File: src/rtl/mux_interleave_2to1_if.sv
// ----------------------------------------------------------------------------
// mux_interleave_2to1_if
//   Bundles the two input lanes and the merged output stream of the 2:1
//   interleaver.
//
//   Signals:
//     data_in0/valid_in0/ready_in0 : lane 0 push handshake
//     data_in1/valid_in1/ready_in1 : lane 1 push handshake
//     data_out/valid_out/ready_out : merged output handshake
//
//   Modports:
//     slave  : the interleaver (consumes lanes, produces merged stream)
//     master : the environment (produces lanes, consumes merged stream)
// ----------------------------------------------------------------------------
interface mux_interleave_2to1_if #(
    parameter int DATA_WIDTH = 4
);
    logic [DATA_WIDTH-1:0] data_in0;
    logic                  valid_in0;
    logic                  ready_in0;
    logic [DATA_WIDTH-1:0] data_in1;
    logic                  valid_in1;
    logic                  ready_in1;
    logic [DATA_WIDTH-1:0] data_out;
    logic                  valid_out;
    logic                  ready_out;

    modport slave (
        input  data_in0, valid_in0,
        output ready_in0,
        input  data_in1, valid_in1,
        output ready_in1,
        output data_out, valid_out,
        input  ready_out
    );

    modport master (
        output data_in0, valid_in0,
        input  ready_in0,
        output data_in1, valid_in1,
        input  ready_in1,
        input  data_out, valid_out,
        output ready_out
    );
endinterface

File: src/rtl/mux_interleave_2to1.sv
// ----------------------------------------------------------------------------
// mux_interleave_2to1
//   Merges two lane word streams into one stream, alternating lane 0 and
//   lane 1. Each lane is buffered by a small FIFO; the output is a registered
//   valid/ready stage that holds its word under backpressure.
//
//   STRICT = 1 : strict 0,1,0,1 order; waits on an empty selected lane.
//   STRICT = 0 : work-conserving round robin between the two lanes.
//
//   Ports:
//     clk   : rising-edge clock for all state
//     reset : synchronous, active-high reset
//     bus   : lane inputs and merged output (mux_interleave_2to1_if.slave)
// ----------------------------------------------------------------------------
module mux_interleave_2to1 #(
    parameter int DATA_WIDTH = 4,
    parameter int FIFO_DEPTH = 2,   // power of 2, at least 2
    parameter bit STRICT     = 1'b1
) (
    input  logic                 clk,
    input  logic                 reset,
    mux_interleave_2to1_if.slave bus
);
    localparam int PTR_W = $clog2(FIFO_DEPTH);
    localparam int CNT_W = PTR_W + 1;
    localparam logic [CNT_W-1:0] FULL_CNT = CNT_W'(FIFO_DEPTH);

    // Per-lane views of the interface so both lanes share one code path.
    logic [DATA_WIDTH-1:0] w_data_in [2];
    logic [1:0]            w_valid_in;
    logic [1:0]            w_ready_in;
    logic [1:0]            w_push;
    logic [1:0]            w_pop;
    logic [1:0]            w_nonempty;

    logic [DATA_WIDTH-1:0] r_mem    [2][FIFO_DEPTH];
    logic [PTR_W-1:0]      r_wr_ptr [2];
    logic [PTR_W-1:0]      r_rd_ptr [2];
    logic [CNT_W-1:0]      r_count  [2];

    logic                  r_sel;        // lane the arbiter prefers next
    logic [DATA_WIDTH-1:0] r_data_out;
    logic                  r_valid_out;

    logic                  w_free;       // output register can take a word this edge
    logic                  w_pick;       // lane chosen for popping
    logic                  w_pick_valid; // a pop happens this edge

    assign w_data_in[0]  = bus.data_in0;
    assign w_data_in[1]  = bus.data_in1;
    assign w_valid_in[0] = bus.valid_in0;
    assign w_valid_in[1] = bus.valid_in1;

    genvar g;
    generate
        for (g = 0; g < 2; g++) begin : g_lane
            // Ready depends only on the registered count, so a full lane
            // refuses a push even when it is popped in the same cycle.
            assign w_ready_in[g] = ~reset & (r_count[g] != FULL_CNT);
            assign w_nonempty[g] = (r_count[g] != '0);
            assign w_push[g]     = w_valid_in[g] & w_ready_in[g];
            assign w_pop[g]      = w_pick_valid & (w_pick == 1'(g));
        end
    endgenerate

    // The output register drains and refills on the same edge.
    assign w_free = ~r_valid_out | bus.ready_out;

    always_comb begin
        // NOTE: every always_comb output gets a default first so no path
        // leaves it unassigned and a latch is never inferred.
        w_pick       = r_sel;
        w_pick_valid = 1'b0;
        if (w_nonempty[r_sel]) begin
            w_pick       = r_sel;
            w_pick_valid = w_free;
        end else if (!STRICT && w_nonempty[~r_sel]) begin
            // Work-conserving mode serves the other lane instead of idling.
            w_pick       = ~r_sel;
            w_pick_valid = w_free;
        end
    end

    // NOTE: the FIFO storage has no reset; the counts and pointers define
    // which entries are live, and leaving the array unreset lets it map to
    // plain registers or RAM without a reset network.
    always_ff @(posedge clk) begin
        for (int n = 0; n < 2; n++) begin
            if (w_push[n]) begin
                r_mem[n][r_wr_ptr[n]] <= w_data_in[n];
            end
        end
    end

    // NOTE: sequential state uses non-blocking assignments so every register
    // samples pre-edge values regardless of statement order.
    always_ff @(posedge clk) begin
        if (reset) begin
            for (int n = 0; n < 2; n++) begin
                r_wr_ptr[n] <= '0;
                r_rd_ptr[n] <= '0;
                r_count[n]  <= '0;
            end
            r_sel       <= 1'b0;
            r_data_out  <= '0;
            r_valid_out <= 1'b0;
        end else begin
            for (int n = 0; n < 2; n++) begin
                if (w_push[n]) begin
                    r_wr_ptr[n] <= r_wr_ptr[n] + PTR_W'(1);
                end
                if (w_pop[n]) begin
                    r_rd_ptr[n] <= r_rd_ptr[n] + PTR_W'(1);
                end
                // Simultaneous push and pop leaves the count unchanged.
                r_count[n] <= r_count[n] + CNT_W'(w_push[n]) - CNT_W'(w_pop[n]);
            end

            if (w_free) begin
                if (w_pick_valid) begin
                    r_data_out  <= r_mem[w_pick][r_rd_ptr[w_pick]];
                    r_valid_out <= 1'b1;
                    // In strict mode w_pick equals r_sel, so this toggles;
                    // in round-robin mode it hands priority to the other lane.
                    r_sel       <= ~w_pick;
                end else begin
                    // data_out keeps its last value when nothing is popped.
                    r_valid_out <= 1'b0;
                end
            end
        end
    end

    assign bus.ready_in0 = w_ready_in[0];
    assign bus.ready_in1 = w_ready_in[1];
    assign bus.data_out  = r_data_out;
    assign bus.valid_out = r_valid_out;

endmodule

File: src/flat_wrapper.sv
// flat-port wrapper written by rule: the top's interface ports become plain ports
module mux_interleave_2to1_flat 
#(
    parameter int DATA_WIDTH = 4,
    parameter int FIFO_DEPTH = 2,                            
    parameter bit STRICT     = 1'b1
)
  (clk, reset, bus_data_in0, bus_valid_in0, bus_ready_in0, bus_data_in1, bus_valid_in1, bus_ready_in1, bus_data_out, bus_valid_out, bus_ready_out);
  mux_interleave_2to1_if #(.DATA_WIDTH(DATA_WIDTH)) bus_i ();
  input  logic clk;
  input  logic reset;
  input wire logic [$bits(bus_i.data_in0)-1:0] bus_data_in0;
  input wire logic [$bits(bus_i.valid_in0)-1:0] bus_valid_in0;
  output wire logic [$bits(bus_i.ready_in0)-1:0] bus_ready_in0;
  input wire logic [$bits(bus_i.data_in1)-1:0] bus_data_in1;
  input wire logic [$bits(bus_i.valid_in1)-1:0] bus_valid_in1;
  output wire logic [$bits(bus_i.ready_in1)-1:0] bus_ready_in1;
  output wire logic [$bits(bus_i.data_out)-1:0] bus_data_out;
  output wire logic [$bits(bus_i.valid_out)-1:0] bus_valid_out;
  input wire logic [$bits(bus_i.ready_out)-1:0] bus_ready_out;
  assign bus_i.data_in0 = bus_data_in0;
  assign bus_i.valid_in0 = bus_valid_in0;
  assign bus_ready_in0 = bus_i.ready_in0;
  assign bus_i.data_in1 = bus_data_in1;
  assign bus_i.valid_in1 = bus_valid_in1;
  assign bus_ready_in1 = bus_i.ready_in1;
  assign bus_data_out = bus_i.data_out;
  assign bus_valid_out = bus_i.valid_out;
  assign bus_i.ready_out = bus_ready_out;
  mux_interleave_2to1 #(.DATA_WIDTH(DATA_WIDTH), .FIFO_DEPTH(FIFO_DEPTH), .STRICT(STRICT)) u_core (.clk(clk), .reset(reset), .bus(bus_i));
endmodule
File: config.mk
export PLATFORM = sky130hd
export DESIGN_NAME = mux_interleave_2to1_flat
export DESIGN_NICKNAME = d
export VERILOG_FILES = /design/src/rtl/mux_interleave_2to1_if.sv /design/src/rtl/mux_interleave_2to1.sv /design/src/flat_wrapper.sv
export SDC_FILE = /design/constraint.sdc
export NUM_CORES = 1
export LEC_CHECK = 0
export CORE_MARGIN = 10
export CORE_UTILIZATION = 45
export DETAILED_ROUTE_END_ITERATION = 10
export PLACE_DENSITY = 0.72
export REMOVE_ABC_BUFFERS = 1
export SLEW_MARGIN = 30
export SYNTH_ARGS = -nofsm -noshare
export SYNTH_HDL_FRONTEND = slang
export SYNTH_SLANG_ARGS = --single-unit
File: constraint.sdc
create_clock -name clk -period 4.05 [get_ports clk]
set_input_delay 1.215 -clock clk [delete_from_list [all_inputs] [get_ports clk]]
set_output_delay 1.215 -clock clk [all_outputs]
set_load 0.005 [all_outputs]
== After elaboration in Yosys (flattened, before gate mapping) ==
Memory sizes are Yosys's and may differ from the RTL's. A register that Yosys moved wholly into a read port is not among the register bits.
Cells that the tools add are included.

* $add $sub $neg: 8
* $mul: 0
* Divide/modulo/power cells: 0
* Magnitude comparators: 6
* Equality and inequality tests: 2
* Shift operators: 0
* Mux-type cells: 38
* Bitwise logic cells: 19
* Reduce and logical (&&, ||, !) cells: 5

{| class="wikitable"
|+ Operator list
! operator !! number
|-
| 1-bit 2-to-1 mux || 27
|-
| 4-bit 2-to-1 mux || 5
|-
| 8-bit 2-to-1 mux || 2
|-
| 4-bit demux with 1-bit select || 2
|-
| 1-bit OR || 7
|-
| 1-bit AND || 6
|-
| 2-bit >= comparator (second input constant) || 3
|-
| 1-bit inverter with 2-bit output || 3
|-
| 1-bit adder (second input constant) || 4
|-
| 2-bit by 1-bit adder with 2-bit output || 2
|-
| 2-bit by 1-bit < comparator with 1-bit output (second input constant) || 2
|-
| 2-bit 2-to-1 mux || 2
|-
| 2-bit != test (second input constant) || 2
|-
| 2-bit nonzero test || 2
|-
| 2-bit by 1-bit subtractor with 2-bit output || 2
|-
| 1-bit inverter || 3
|-
| 1-bit logical AND || 2
|-
| 1-bit by 2-bit < comparator with 1-bit output (second input constant) || 1
|-
| 2-bit AND reduction || 1
|}

* Register bits: 6
* Latch bits: 0
* Memory bits (writable): 24
* Bits in read-only memories: 0
* Input port bits: 13
* Output and inout bits: 7
* Logic and storage cells: 85
* Memories kept: 4

{| class="wikitable"
|+ Memories
! memory !! words !! width !! read ports !! clocked after Yosys merged registers in !! write ports !! RTL line !! RTL
|-
| u_core.r_mem || 2 || 8 || 1 || 1 || 2 || mux_interleave_2to1.sv:36 || <nowiki>logic [DATA_WIDTH-1:0] r_mem [2][FIFO_DEPTH];</nowiki>
|-
| u_core.r_count || 2 || 2 || 2 || 0 || 2 || mux_interleave_2to1.sv:39 || <nowiki>logic [CNT_W-1:0] r_count [2];</nowiki>
|-
| u_core.r_rd_ptr || 2 || 1 || 3 || 1 || 2 || mux_interleave_2to1.sv:38 || <nowiki>logic [PTR_W-1:0] r_rd_ptr [2];</nowiki>
|-
| u_core.r_wr_ptr || 2 || 1 || 2 || 0 || 2 || mux_interleave_2to1.sv:37 || <nowiki>logic [PTR_W-1:0] r_wr_ptr [2];</nowiki>
|}

== Depth between registers and ports, before layout ==
Gate-level depths: netlist (run 1).

* Depth in word-level cells: 9
* Gate-level depth with buffers: 9

== Worst setup path before layout (run 1) ==
Ideal clock, no wire load.

* Path type: input port to output port
* Start: input reset
* End: output bus_ready_in0
* Arrival time: 1.499 ns
* Required time: 2.835 ns
* Setup slack: 1.336 ns
* Stages: 2
* Cell sequence: buf_2 > a21oi_1

* Longest elaborated chain between the ends: 2

{| class="wikitable"
|+ RTL lines
! what !! RTL line !! RTL
|-
| start, declared || flat_wrapper.sv:11 || <nowiki>input logic reset;</nowiki>
|-
| 1-bit inverter || mux_interleave_2to1.sv:59 || <nowiki>assign w_ready_in[g] = ~reset & (r_count[g] != FULL_CNT);</nowiki>
|-
| 1-bit AND || mux_interleave_2to1.sv:59 ||
|-
| end, declared || flat_wrapper.sv:14 || <nowiki>output wire logic [$bits(bus_i.ready_in0)-1:0] bus_ready_in0;</nowiki>
|}

No other way between the ends.

== Worst setup path after layout (run 1) ==
* Start: input reset
* End: output bus_ready_in1

* Longest elaborated chain between the ends: 2

{| class="wikitable"
|+ RTL lines
! what !! RTL line !! RTL
|-
| 1-bit inverter || mux_interleave_2to1.sv:59 ||
|-
| 1-bit AND || mux_interleave_2to1.sv:59 ||
|-
| end, declared || flat_wrapper.sv:17 || <nowiki>output wire logic [$bits(bus_i.ready_in1)-1:0] bus_ready_in1;</nowiki>
|}

No other way between the ends.

==> metrics.md, run 1 <==
| Metric | Value |
|---|---|
| Top_reg_cell synth | `edfxtp_1` |
| HP Class | `flop to flop` |
| Global routing met3 resource utilization | `5.19%` |
| Hold Startpoint | `u_core.bus.data_out[0]` |
| Placer Congestion | `0.770` |
| H-tree Lvls | `2` |
| CP startpoint kind | `input pin` |
| Chip Width | `74.5 um` |
| DRC errors left | `0` |
| Register area share after synthesis | `61.3%` |
| Placed cell areas | `1550 um2` |
| Drt pass-1 iters | `4` |
| Flops & latches, synth | `31` |
| Most common cell after layout, fill and taps aside | `edfxtp_1` |
| GRT Residual Overflow | `0` |
| Flop2flop setup slack | `1990 ps` |
| Initial antenna violation count | `0` |
| Hpwl dp | `1900 um` |
| Maximum buffer depth of the clock tree | `2` |
| Final Hold Viols | `0` |
| Clock skew | `9.38 ps` |
| Worst-Skew Late Latency | `330 ps` |
| Power per cell area | `639 nW/um2` |
| Starting DRT DRC Count | `49` |
| DRT antenna net count | `0` |
| Maxcap violations | `0` |
| # diodes | `0` |
| Multi-input combinational cell area | `460 um2` |
| Clock Tree Root | `clkbuf_4` |
| CTS resizes | `0` |
| Leakage | `0.601 nW` |
| Share of cells above drive strength 1 | `12.6%` |
| Via/cell ratio | `5.33` |
| Warnings, synthesis | `0` |
| VDD IR max | `0.000366 V` |
| FP Rows | `19` |
| R2r worst-path depth | `8` |
| Crit path arrival time | `2380 ps` |
| Crit Path Category | `input pin to primary output` |
| Met1 Usage GRT | `11.5%` |
| Worst Setup SP | `reset` |
| Reg area | `821 um2` |
| Crit path time final | `3600 ps` |
| Port buffer count | `19` |
| Core Area | `2810 um2` |
| WHS Endpoint | `u_core.bus.data_out[0]` |
| Setup-failing EPs final | `0` |
| F_max | `278 MHz` |
| Fin crit share | `88.9%` |
| Worst slack, placed | `445 ps` |
| Nature of the critical path endpoint | `primary output` |
| CTS Buf Count | `5` |
| Synth cell types | `24` |
| Grt met2 use | `15.3%` |
| Max-slew violations | `0` |
| Vias | `842` |
| Die ar. | `5560 um2` |
| Initial Util | `47.7%` |
| Ys async rst share | `0%` |
| Crit-path max FO | `6` |
| Synth Instances | `104` |
| Routed WL | `2470 um` |
| Netlist Area Pre-Place | `1340 um2` |
| Crit Reg-Reg Endpoint | `u_core.r_count[0][1]` |
| Fill count | `253` |
| Largest net degree at the start of global routing | `12` |
| All-layer global routing usage | `10.1%` |
| Post-synth EDFFs | `20` |
| Die height | `74.5 um` |
| Most frequent cells in the layout | `20 x edfxtp_1, 19 x clkdlybuf4s50_1, 11 x dfxtp_1` |
| Layout area overhead | `19.6%` |
| Status | `finished clean` |
| Placed instance count | `150` |
| Worst relative slew slack | `63.2%` |
| Num ports | `20` |
| Post-route cell area | `1600 um2` |
| Wire per inst | `15.6 um` |
| CTS Hold Buffers Added | `0` |
| Hold depth | `2` |
| Final worst slack | `451 ps` |
| R2R Path Start | `u_core.bus.valid_out` |
| Setup TNS | `0 ps` |
| Required time of the critical path | `2830 ps` |
| Grt peak-use layer | `met2` |
| Final net count | `143` |
| Worst-path clk slew | `90 ps` |
| Least-Margin Pin Slew | `551 ps` |
| Clk sinks | `31` |
| Mean Syn Cell Area | `12.9 um2` |
| Post-CTS setup buffer count | `0` |
| Fin cells | `158` |
| RSZ-0062 raised after global routing | `false` |
| Number of global-route vias before repair | `902` |
| First-pass GRT wire length | `4200 um` |
| CTS tree | `yes` |
==> worst max-delay path, cell delays in order <==
cell	delay (ps)
clkdlybuf4s50_1	490
a21oi_1	160
clkdlybuf4s50_1	520
==> where the power goes <==
group	internal, mW	switching (mW)	total, mW	leakage (nW)
Clock	0.0651	0.101	0.166	0.0297
Sequential	0.419	0.0657	0.485	0.280
Combinational	0.210	0.163	0.372	0.292
Total	0.694	0.330	1.02	0.601
==> sequential cells by signal, summed over array words and instances, names as in the netlist, named ones only <==
register and count:
u_core.bus.data_out 4, u_core.bus.valid_out 1, u_core.r_count 4, u_core.r_mem 16, u_core.r_rd_ptr 2, u_core.r_sel 1
u_core.r_wr_ptr 2
==> cell families (layout without fill, tap and decap cells) <==
group	after synthesis	after routing	share of synthesized area, %
multiplexers	12	12	9.35
XOR/XNOR	4	4	2.62
flip-flops	31	31	61.3
adder cells (fa/ha/maj)	4	4	3.74
AND/OR/NAND/NOR	21	21	9.72
buffers and inverters	14	37	4.30
AO/OA/AOI/OAI	18	18	8.97
==> layer usage <==
| layer | up-vias | share of wire [%] |
|---|---|---|
| li1 | 416 | - |
| met1 | 398 | 44 |
| met2 | 23 | 47 |
| met3 | 5 | 7.0 |
| met4 | 0 | 1.5 |
| met5 | - | 0 |
==> stage by stage <==
stage	power [mW]	hold slack (ps)	util (%)
finish	1.02	503	57.1
global route	1.10	564	57.1
CTS	1.04	505	57.1
detailed placement	0.866	489	55.3
global placement	0.849	474	55.3
floorplan	0.725	474	-
==> Yosys cell counts, types with 2 or more instances <==
cell type,count,area (um2)
mux2_2,4,45.0
dfxtp_1,11,220
buf_2,4,20.0
xnor2_1,4,35.0
ha_1,4,50.1
a21oi_1,4,20.0
mux2i_1,8,80.1
and2_1,2,12.5
o211ai_1,2,15.0
nand2_1,2,7.51
o21a_1,4,30.0
o21ai_1,4,20.0
edfxtp_1,20,601
nor2_1,7,26.3
or2_2,2,12.5
o311ai_0,4,35.0
nor2b_1,3,18.8
inv_1,9,33.8
==> how the worst max path moves through the flow <==
| stage | end | slack (ps) | depth (start not counted) |
|---|---|---|---|
| finish | bus_ready_in1 | 450 | 3 |
| global placement | bus_ready_in0 | 450 | 3 |
| detailed placement | bus_ready_in1 | 450 | 3 |
| floorplan | u_core.r_count[0][1] | 1440 | 8 |
| global route | bus_ready_in1 | 350 | 3 |
| CTS | bus_ready_in1 | 430 | 3 |
==> area by class of cell <==
type                    count  area share (%)
flip-flops and latches     31            51.2
multi-input cells          59            28.7
repair buffers             20            12.3
clock buffers               6            2.58
well taps                  31            2.42
inverters                   9            2.11
clock inverters             2           0.547
Power figures use the tool's default switching activity.
==> run 2: changes to the inputs <==
CORE_UTILIZATION = 43   (was 45)
GPL_ROUTABILITY_DRIVEN = 0   (was default)
PLACE_DENSITY = 0.7   (was 0.72)
==> run 2 against run 1 <==
Compared with the run above:
- cell count is 8.9% higher
- combinational power is essentially flat
- count of clock-buffer cells in the layout unchanged
- critical endpoint unchanged
- clock power grew 49%
- global-route usage decreased by 0.19 points
- final area rose by 3.7%
- via count fell by 0.71%
- critical path depth unchanged
- largest power group unchanged
- first-iteration DRC count increased by 6.1%
- utilization decreased by 2.2 points
==> metrics.md, run 2 (synthesized netlist as in run 1, its figures left out) <==
| Metric | Value |
|---|---|
| CP startpoint kind | `input pin` |
| DRC errors left | `0 (unchanged)` |
| Worst relative slew slack | `70.3% (+7.1 points)` |
| CTS Hold Buffers Added | `0 (unchanged)` |
| Setup-failing EPs final | `0 (unchanged)` |
| Final core area utilization | `54.9% (-2.2 points)` |
| CP max-delay cell | `clkdlybuf4s50_1` |
| Via/cell ratio | `4.86 (-8.8%)` |
| Share of cells above drive strength 1 | `14.8% (+2.2 points)` |
| Final net count | `144 (+0.70%)` |
| FP Rows | `20 (+1)` |
| Die ar. | `5750 um2 (+3.4%)` |
| Clk sinks | `31 (unchanged)` |
| Routed WL | `2420 um (-2.1%)` |
| Post-route cell area | `1660 um2 (+3.7%)` |
| Nature of the critical path endpoint | `primary output` |
| Worst-path clk slew | `90 ps (about the same)` |
| CTS Buf Count | `5 (unchanged)` |
| # diodes | `0 (unchanged)` |
| Chip Width | `75.8 um (+1.7%)` |
| First-pass GRT wire length | `4000 um (-4.6%)` |
| Placed cell areas | `1580 um2 (+1.5%)` |
| Port buffer count | `19 (unchanged)` |
| VDD IR max | `0.000328 V (-10%)` |
| Power per cell area | `665 nW/um2 (+4.1%)` |
| Crit-path max FO | `5 (-1)` |
| Max-slew violations | `0 (unchanged)` |
| Crit Path Category | `input pin to primary output` |
| GRT Residual Overflow | `0 (unchanged)` |
| Most frequent cells in the layout | `20 x edfxtp_1, 19 x clkdlybuf4s50_1, 11 x dfxtp_1` |
| Fin crit share | `87.9% (-0.96 points)` |
| Max reg flops | `16 (unchanged)` |
| Worst-Skew Late Latency | `330 ps (about the same)` |
| Clock skew | `10.0 ps (+0.641 ps)` |
| Most common cell after layout, fill and taps aside | `edfxtp_1` |
| All-layer global routing usage | `9.89% (-0.19 points)` |
| Crit path time final | `3560 ps (-38.7 ps)` |
| Num ports | `20 (unchanged)` |
| Status | `finished clean` |
| RSZ-0062 raised after global routing | `false` |
| DRT antenna net count | `0 (unchanged)` |
| Largest net degree at the start of global routing | `12 (unchanged)` |
| Critical Path, Cell by Cell | `clkdlybuf4s50_1, a21oi_1, clkdlybuf4s50_1` |
| Core Area | `3030 um2 (+7.9%)` |
| CTS tree | `yes` |
| Clock Tree Root | `clkbuf_4` |
| Tot Pwr | `1.10 mW (+8.0%)` |
| Wire per inst | `14.0 um (-10%)` |
| CP most frequent cell | `clkdlybuf4s50_1` |
| Required time of the critical path | `2830 ps (about the same)` |
| Layout area overhead | `24.1%` |
| CTS resizes | `0 (unchanged)` |
| H-tree Lvls | `2 (unchanged)` |
| Maximum buffer depth of the clock tree | `2 (unchanged)` |
| Maxcap violations | `0 (unchanged)` |
| Starting DRT DRC Count | `52 (+6.1%)` |
| Drt pass-1 iters | `4 (unchanged)` |
| Crit path arrival time | `2350 ps (-30 ps)` |
| Critical path's largest stage delay | `520 ps (about the same)` |
| Number of global-route vias before repair | `879 (-2.5%)` |
| F_max | `281 MHz (+1.1%)` |
| Leakage | `0.625 nW (+4.0%)` |
| Setup TNS | `0 ps (unchanged)` |
| Hpwl dp | `1820 um (-4.1%)` |
| Initial Util | `44.2% (-3.5 points)` |
| Die height | `75.8 um (+1.7%)` |
| Post-CTS setup buffer count | `0 (unchanged)` |
| Least-Margin Pin Slew | `443 ps (-108 ps)` |
| Initial antenna violation count | `0 (unchanged)` |
| Final Hold Viols | `0 (unchanged)` |
| HP Class | `flop to flop` |
| Vias | `836 (-0.71%)` |
## run 2: cell types whose count changed in the layout (fill, tap and decap cells not counted)
| cell | before | now |
|---|---|---|
| buf_4 | 1 | 2 |
| clkbuf_1 | 1 | 0 |
| clkinv_1 | 1 | 0 |
| clkbuf_8 | 0 | 1 |
| bufinv_16 | 0 | 1 |
## run 2: final cells by class
type                    instances  area (um2)
clock buffers                   6        51.3
clock inverters                 2        35.0
fillers                       268        1370
inverters                       9        33.8
multi-input cells              59         460
flip-flops and latches         31         821
well taps                      44        55.1
repair buffers                 21         205
## run 2: metal layers
| metal | track usage, % | vias to the layer above | routed length (um) | share of wire [%] |
|---|---|---|---|---|
| li1 | - | 413 | - | - |
| met1 | 10.3 | 398 | 1020 | 42 |
| met2 | 15.8 | 17 | 1170 | 48 |
| met3 | 3.91 | 8 | 173 | 7.2 |
| met4 | 7.42 | 0 | 57 | 2.4 |
| met5 | 0 | - | 0 | 0 |
## run 2: report_power, final
group          total, mW  switching (mW)  internal (mW)
combinational      0.374           0.162          0.213
clock              0.248           0.103          0.146
sequential         0.482          0.0635          0.419
total               1.10           0.328          0.777
## run 2: through the flow
step	cells	hold slack (ps)	setup WS (ps)
6_report	172	492	490
5_1_grt	172	501	386
4_1_cts	172	494	471
3_5_place_dp	164	478	485
3_3_place_gp	164	468	484
2_1_floorplan	99	474	1440
## run 2: critical path, delay by kind of cell
family | cells | cell delay [ps]
compound gates | 1 | 140
buf+inv | 2 | 990
## run 2: worst paths after layout
path | slack [ps] | to | depth (start not counted) | from
max | 490 | bus_ready_in1 | 3 | reset
min | 490 | u_core.bus.data_out[0] | 2 | u_core.bus.data_out[0]
max reg2reg | 2090 | u_core.r_count[0][3] | 8 | u_core.r_sel
min reg2reg | 490 | u_core.bus.data_out[0] | 2 | u_core.bus.data_out[0]
